[src/rtl/ah_wrr_arbiter.sv]
// rtl/ah_wrr_arbiter.sv - weighted round-robin arbiter with credits, beat accept, grant hold and packet lock
module ah_wrr_arbiter #(
    parameter int NUM_CLIENTS = 8,
    parameter int WEIGHT_W    = 4,
    parameter int LOCK_EN     = 0,
    parameter int ID_W        = $clog2(NUM_CLIENTS)
) (
    input  logic                          clk,
    input  logic                          rst_n,
    input  logic [NUM_CLIENTS-1:0]        req,
    input  logic [NUM_CLIENTS-1:0]        req_last,
    input  logic [NUM_CLIENTS*WEIGHT_W-1:0] cfg_weight,
    input  logic                          ack,
    output logic [NUM_CLIENTS-1:0]        gnt,
    output logic [ID_W-1:0]               gnt_id,
    output logic                          gnt_valid,
    output logic                          refill
);

    localparam logic [0:0] ST_IDLE  = 1'b0;
    localparam logic [0:0] ST_GRANT = 1'b1;

    logic [0:0]                state;
    logic [ID_W-1:0]           ptr;
    logic [WEIGHT_W-1:0]       credit     [NUM_CLIENTS];
    logic [WEIGHT_W-1:0]       eff_weight [NUM_CLIENTS];
    logic [NUM_CLIENTS-1:0]    elig;
    logic [2*NUM_CLIENTS-1:0]  elig_dbl;
    logic [NUM_CLIENTS-1:0]    elig_rot;
    logic                      pick_found;
    logic [ID_W-1:0]           pick_off;
    logic [ID_W:0]             pick_sum;
    logic [ID_W-1:0]           pick_id;
    logic                      cur_req;
    logic                      cur_last;
    logic [WEIGHT_W-1:0]       cur_credit;
    logic [WEIGHT_W-1:0]       cur_credit_dec;
    logic [ID_W-1:0]           ptr_next;

    // Eligibility and effective weights (a programmed weight of 0 still grants one beat).
    always_comb begin
        for (int i = 0; i < NUM_CLIENTS; i++) begin
            elig[i] = req[i] & (credit[i] != '0);
            eff_weight[i] = (cfg_weight[i*WEIGHT_W +: WEIGHT_W] == '0) ?
                            WEIGHT_W'(1) : cfg_weight[i*WEIGHT_W +: WEIGHT_W];
        end
    end

    // Rotate the eligible mask so bit 0 corresponds to ptr; the doubled copy handles the wrap.
    assign elig_dbl = {elig, elig} >> ptr;
    assign elig_rot = elig_dbl[NUM_CLIENTS-1:0];

    // Lowest set bit of the rotated mask is the offset of the winner from ptr.
    always_comb begin
        pick_found = 1'b0;
        pick_off   = '0;
        for (int k = NUM_CLIENTS - 1; k >= 0; k--) begin
            if (elig_rot[k]) begin
                pick_found = 1'b1;
                pick_off   = ID_W'(k);
            end
        end
    end

    assign pick_sum = {1'b0, ptr} + {1'b0, pick_off};
    assign pick_id  = (pick_sum >= (ID_W+1)'(NUM_CLIENTS)) ?
                      ID_W'(pick_sum - (ID_W+1)'(NUM_CLIENTS)) : pick_sum[ID_W-1:0];

    // Signals of the currently granted client; masked ORs avoid any out-of-range index.
    assign cur_req        = |(gnt & req);
    assign cur_last       = |(gnt & req_last);
    assign cur_credit     = credit[gnt_id];
    assign cur_credit_dec = (cur_credit == '0) ? '0 : cur_credit - 1'b1;
    assign ptr_next       = (gnt_id == ID_W'(NUM_CLIENTS - 1)) ? '0 : gnt_id + 1'b1;
    assign gnt_valid      = |gnt;

    // Arbitration FSM: pick or refill while idle, hold and spend credit while granted.
    always_ff @(posedge clk or negedge rst_n) begin
        if (!rst_n) begin
            state  <= ST_IDLE;
            gnt    <= '0;
            gnt_id <= '0;
            refill <= 1'b0;
            ptr    <= '0;
            for (int i = 0; i < NUM_CLIENTS; i++) begin
                credit[i] <= '0;
            end
        end else begin
            refill <= 1'b0;
            if (state == ST_IDLE) begin
                if (pick_found) begin
                    gnt    <= {{(NUM_CLIENTS-1){1'b0}}, 1'b1} << pick_id;
                    gnt_id <= pick_id;
                    state  <= ST_GRANT;
                end else if (|req) begin
                    for (int i = 0; i < NUM_CLIENTS; i++) begin
                        credit[i] <= eff_weight[i];
                    end
                    refill <= 1'b1;
                end
            end else begin
                if (!cur_req) begin
                    // Withdrawal: release without spending credit, even inside a locked packet.
                    gnt   <= '0;
                    ptr   <= ptr_next;
                    state <= ST_IDLE;
                end else if (ack) begin
                    credit[gnt_id] <= cur_credit_dec;
                    if (cur_last || ((LOCK_EN == 0) && (cur_credit_dec == '0))) begin
                        gnt   <= '0;
                        ptr   <= ptr_next;
                        state <= ST_IDLE;
                    end
                end
            end
        end
    end

endmodule

[config.mk]
export PLATFORM = sky130hd
export DESIGN_NAME = ah_wrr_arbiter
export DESIGN_NICKNAME = d
export VERILOG_FILES = /design/src/rtl/ah_wrr_arbiter.sv
export SDC_FILE = /design/constraint.sdc
export NUM_CORES = 1
export LEC_CHECK = 0
export ABC_AREA = 1
export CORE_MARGIN = 1.5
export CORE_UTILIZATION = 40
export DETAILED_ROUTE_END_ITERATION = 8
export PLACE_DENSITY = 0.66
export SYNTH_ARGS = -nofsm -noshare
export SYNTH_HDL_FRONTEND = slang
export SYNTH_SLANG_ARGS = --single-unit
export TNS_END_PERCENT = 30
[constraint.sdc]
create_clock -name clk -period 2.55 [get_ports clk]
set_input_delay 0.3825 -clock clk [delete_from_list [all_inputs] [get_ports clk]]
set_output_delay 0.3825 -clock clk [all_outputs]
set_load 0.005 [all_outputs]
# After elaboration in Yosys (flattened, before gate mapping)
# Index checks and enable logic that the tools add are counted.
# totals
wordCells	126
in_bits	51
out_inout_bits	13
reg_bits	48
# classes
n_addsub	4
eq_ne	8
magnitude_cmp	3
reduce_logical	30
bitwise	12
n_mux	54
shifts	2
# ops
operator	n
two-way mux 32 bit	5
two-way mux 4 bit	12
logical NOT 4 bit	10
two-way mux 8 bit	5
two-way mux 3 bit	13
bitwise mux 32 bit	1
nonzero test 4 bit	8
OR reduction 8 bit	4
AND 8 bit	2
two-way mux 1 bit	16
>> shifter 16 x 3 -> 8 bit	1
binary-select mux 4 bit (select 3 bit)	1
demux 4 bit (select 3 bit)	1
AND 1 bit	8
>= comparator 4 bit, second input constant	2
<< shifter 1 x 3 -> 8 bit, first input constant	1
inequality test 2 bit, second input constant	3
AND reduction 3 bit	2
adder 3 x 3 -> 4 bit	1
< comparator 4 x 1 -> 1 bit, second input constant	1
inequality test 2 x 1 -> 1 bit, second input constant	2
inverter 3 -> 4 bit	1
AND reduction 4 bit	1
nonzero test 2 bit	2
10 further kinds	10

# Longest topological paths before layout
# logic_depth
ltp_word	17
depth_mapped	21
ltp_nobuf	21

# Worst setup path after synthesis
# OpenSTA, ideal clock, no wires.
# synth_path
path_type	register to register
from	register ptr[0]
to	register gnt[5]
setup_time_ps	118
slack_ps	-114
n_path_buf	1
arrival_time_ps	2547
synth_period_minus_slack_ps	2664
path_stages_with_launch	21
t_required_ps	2432
cell_sequence	dfrtp_1 buf_4 inv_4 nand3_1 nand3_1 nand3_1 nand2_1 a21oi_1 o21ai_0 nand2_1 a21boi_0 ha_1 inv_1 fa_1 xor2_1 inv_1 nand3_1 nand2_1 inv_1 nand3_1 nand2_1
# synth_between
elab_chain_cells	15
word_cells_on_any_way	26
cone_classes	add/sub (2); order compare (1); shift (2); mux (19); reduce/logical (2)
# synth_rtl
element	line_no	source
start, declared	24	logic [ID_W-1:0] ptr;
start signal, assigned	105	ptr <= ptr_next;
start signal, assigned	111	ptr <= ptr_next;
>> shifter 16 x 3 -> 8 bit	50	assign elig_dbl = {elig, elig} >> ptr;
two-way mux 3 bit (8 in series)	58	if (elig_rot[k]) begin
adder 3 x 3 -> 4 bit	65	assign pick_sum = {1'b0, ptr} + {1'b0, pick_off};
>= comparator 4 bit or subtractor 3 x 1 -> 3 bit (tied branches)	66, 67	
two-way mux 3 bit	66	assign pick_id = (pick_sum >= (ID_W+1)'(NUM_CLIENTS)) ?
<< shifter 1 x 3 -> 8 bit	92	gnt <= {{(NUM_CLIENTS-1){1'b0}}, 1'b1} << pick_id;
two-way mux 8 bit	91	if (pick_found) begin
two-way mux 8 bit	90	if (state == ST_IDLE) begin
end signal, assigned	92	
end, declared	14	output logic [NUM_CLIENTS-1:0] gnt,
# Parallel ways exist; a longest one is shown, timed or not. The select of a mux whose other input is x is not followed.
# A chain may end at the register's enable or synchronous reset.

# Worst setup path in the final report
# layout_path
from	register credit[4] (netlist bit)
to	register gnt[6]
# layout_between
elab_chain_cells	17
word_cells_on_any_way	37
cone_classes	add/sub (3); order compare (1); eq/ne (1); shift (2); mux (23); bitwise (1); reduce/logical (6)
# layout_rtl
element	line_no	source
start, declared	25	logic [WEIGHT_W-1:0] credit [NUM_CLIENTS];
start signal, assigned by index	97	credit[i] <= eff_weight[i];
start signal, assigned by index	108	credit[gnt_id] <= cur_credit_dec;
nonzero test 4 bit	43	elig[i] = req[i] & (credit[i] != '0);
AND 1 bit	43	
>> shifter 16 x 3 -> 8 bit	50	
two-way mux 3 bit (8 in series)	58	
adder 3 x 3 -> 4 bit	65	
>= comparator 4 bit or subtractor 3 x 1 -> 3 bit (tied branches)	66, 67	
two-way mux 3 bit	66	
<< shifter 1 x 3 -> 8 bit	92	
two-way mux 8 bit	91	
two-way mux 8 bit	90	
# Parallel ways exist; a longest one is shown, timed or not. The select of a mux whose other input is x is not followed.

==> out/qor.txt <==
Largest net degree at the start of global routing - 41
Final setup vio count - 9
Wire length per cell - 15.4 µm
YS warnings - 0
CTS tree - yes
Max-slew violation count - 0
Nets - 755
Worst Path Max Fanout - 6
CP Cell Sequence - nor2_2, nand2_2, nand3_2, nand3_2, nand2_2, nand2_2, nand2_2, a21oi_2, o21ai_1, nand2_1, a21boi_2, ha_2, inv_2, fa_2, xor2_2, inv_1, nand3_2, nand2_4, inv_4, nand3_1, nand2_1
Worst Path Required - 2750 ps
Row cnt - 34
CP Class - reg -> reg
Starting Density - 0.418
DRT antenna net count - 0
Via count - 4,276
Initial antenna violation count - 0
Final WL - 12,500 µm
CTS root buffer - clkbuf_8
Sequential-to-total area share from yosys stat - 0.325
Worst path most repeated cell - nand2_2
Post-synthesis cell count - 566
Worst slew margin - 0.640
Final clock period utilization by the worst path - 1.08
Count of cell types in the netlist - 32
RSZ-0062 raised after global routing - true
Clock tree buffer depth - 2
Vias in the first global route - 3,985
Fmax - 0.361 GHz
Skew-Pair Late Insertion Delay - 310 ps
Post-Syn Area - 0.00370 mm²
Gr usage total - 0.254
H-tree depth - 2
Crit-path slowest cell - dfrtp_1
Mapped Nets - 621
Maximum VDD drop - 0.749 mV
Synth-to-layout area growth - 45.1%
Maxcap violations - 0
Critical path's largest stage delay - 400 ps
Worst Tran Pin Value - 540 ps
Min Tclk post-route - 2770 ps
Die Wd - 99.1 µm
Gpl congestion - 0.916
Share of cells above drive strength 1 - 0.276
Vias per Instance - 5.29
Setup TNS - -1710 ps
N_diodes - 0
Pwr Total - 7.53 mW
Register bit total from synthesis - 48
Pwr Density - 1400 mW/mm²
Worst path arrival time - 2970 ps
Hpwl dp - 9140 µm
Crit start category - flip-flop
Failing checks - negative setup slack
Critical path capture point type - flip-flop
Fin. Hold Viols - 0
Mean area per synthesized cell - 6.53 µm²
DR DRC count - 0
Leak - 2.68 nW
Die span in y - 99.1 µm
Total grt overflow - 0
Final clock skew - 7.48 ps
Worst setup margin - -216 ps
Min-delay worst type - in -> async
Core box area - 0.00885 mm²
Worst-path clk slew - 90 ps
# port buffers - 63
1st-pass router iterations - 5
Final core occ - 0.606
Num Clock Sinks - 48
Fillers - 837
Outcome - finished, violations left
First-pass GRT wire length - 19,700 µm
Die area - 0.00983 mm²
CTS Buf Count - 5
Number of DRC markers in iteration 0 - 227
Num ports - 64
[repair_timing]
item                                   CTS  global route
endpoints found under the hold margin   13             0
setup buffers                            7             5
setup endpoints to repair               16            42
hold buffers                             1             0
gates resized for setup                 29            37
pin swaps                               18             9
[logic make-up after synthesis]
kind of cell / share of synthesized area
flip-flops: 0.325
buffers and inverters: 0.0630
adder cells (fa/ha/maj): 0.0156
XOR/XNOR: 0.00237
AND/OR/NAND/NOR: 0.465
AO/OA/AOI/OAI: 0.129
[flip-flops by register name, summed over array words and instances (netlist names)]
| signal | cells |
|---|---|
| ptr | 3 |
| credit | 32 |
| gnt_id | 3 |
| gnt | 8 |
| refill | 1 |
| state | 1 |
[Yosys cell counts, drive strengths merged]
master | number | share of area
o22ai | 8 | 0.014
o21bai | 1 | 0.0020
fa | 1 | 0.0054
nor4 | 5 | 0.0085
a22o | 7 | 0.017
inv | 35 | 0.036
a21boi | 1 | 0.0020
o21ai | 41 | 0.058
ha | 3 | 0.010
nor2 | 37 | 0.045
buf | 13 | 0.019
nor3 | 8 | 0.011
xor2 | 1 | 0.0024
nand2 | 226 | 0.26
dfrtp | 48 | 0.32
a31oi | 1 | 0.0017
a21oi | 26 | 0.035
nand3 | 96 | 0.14
clkbuf | 8 | 0.0081
[through the flow]
step	cells	hold WS [ps]	area, µm²	setup WS, ps
after floorplan	566	86.9	3710	7.34
after global placement	788	308	4910	-560
after detailed placement	788	317	4910	-610
after CTS	803	519	5170	-181
after global routing	808	534	5360	-352
final	808	512	5360	-216
[metal layers]
| layer | track usage | share of wire | up-vias |
|---|---|---|---|
| met5 | 0 | 0 | - |
| met2 | 0.394 | 0.47 | 126 |
| met4 | 0.0867 | 0.020 | 0 |
| met1 | 0.353 | 0.45 | 1980 |
| li1 | - | - | 2152 |
| met3 | 0.0576 | 0.066 | 18 |
[final timing paths]
check	startpoint	to	slack, ps	depth (start not counted)
worst min-delay path	rst_n	credit[2]	510	2
max in group asynchronous	rst_n	credit[21]	1460	3
worst min register to register	credit[25]	credit[25]	580	3
worst max register to register	credit[4]	gnt[6]	-220	21
worst max-delay path	credit[4]	gnt[6]	-220	21
min in group clk	credit[25]	credit[25]	580	3
[critical path: cells and delay by family (launching register included)]
kind	cells	cell delay (ps)
AND/OR/NAND/NOR	12	1110
flip-flops	1	400
XOR/XNOR	1	160
adder cells (fa/ha/maj)	2	530
buffers and inverters	3	160
AO/OA/AOI/OAI	3	310
[layout make-up]
class | instances | area [µm²] | area share
well taps | 108 | 135 | 0.0252
flip-flops and latches | 48 | 1200 | 0.224
inverters | 35 | 146 | 0.0273
multi-input cells | 462 | 2470 | 0.460
repair buffers | 148 | 1280 | 0.239
clock inverters | 2 | 60.1 | 0.0112
clock buffers | 5 | 68.8 | 0.0128
[cell usage in the layout (no fill, tap or decap), types with 20 or more instances in the layout]
master,netlist,final
nand3_1,89,68
nand2_2,15,29
a21oi_1,26,25
inv_1,27,24
clkdlybuf4s50_1,0,60
o21ai_0,22,20
nor2_1,34,24
nand2_1,202,187
nand3_2,5,26
dfrtp_1,48,47
buf_4,2,81
[power breakdown]
| part | internal, mW | leakage, nW | switching (mW) |
|---|---|---|---|
| Sequential | 1.10 | 0.602 | 0.230 |
| Clock | 0.386 | 0.0642 | 0.270 |
| Combinational | 2.16 | 2.01 | 3.38 |
No activity file was read; power rests on OpenSTA's default activity.
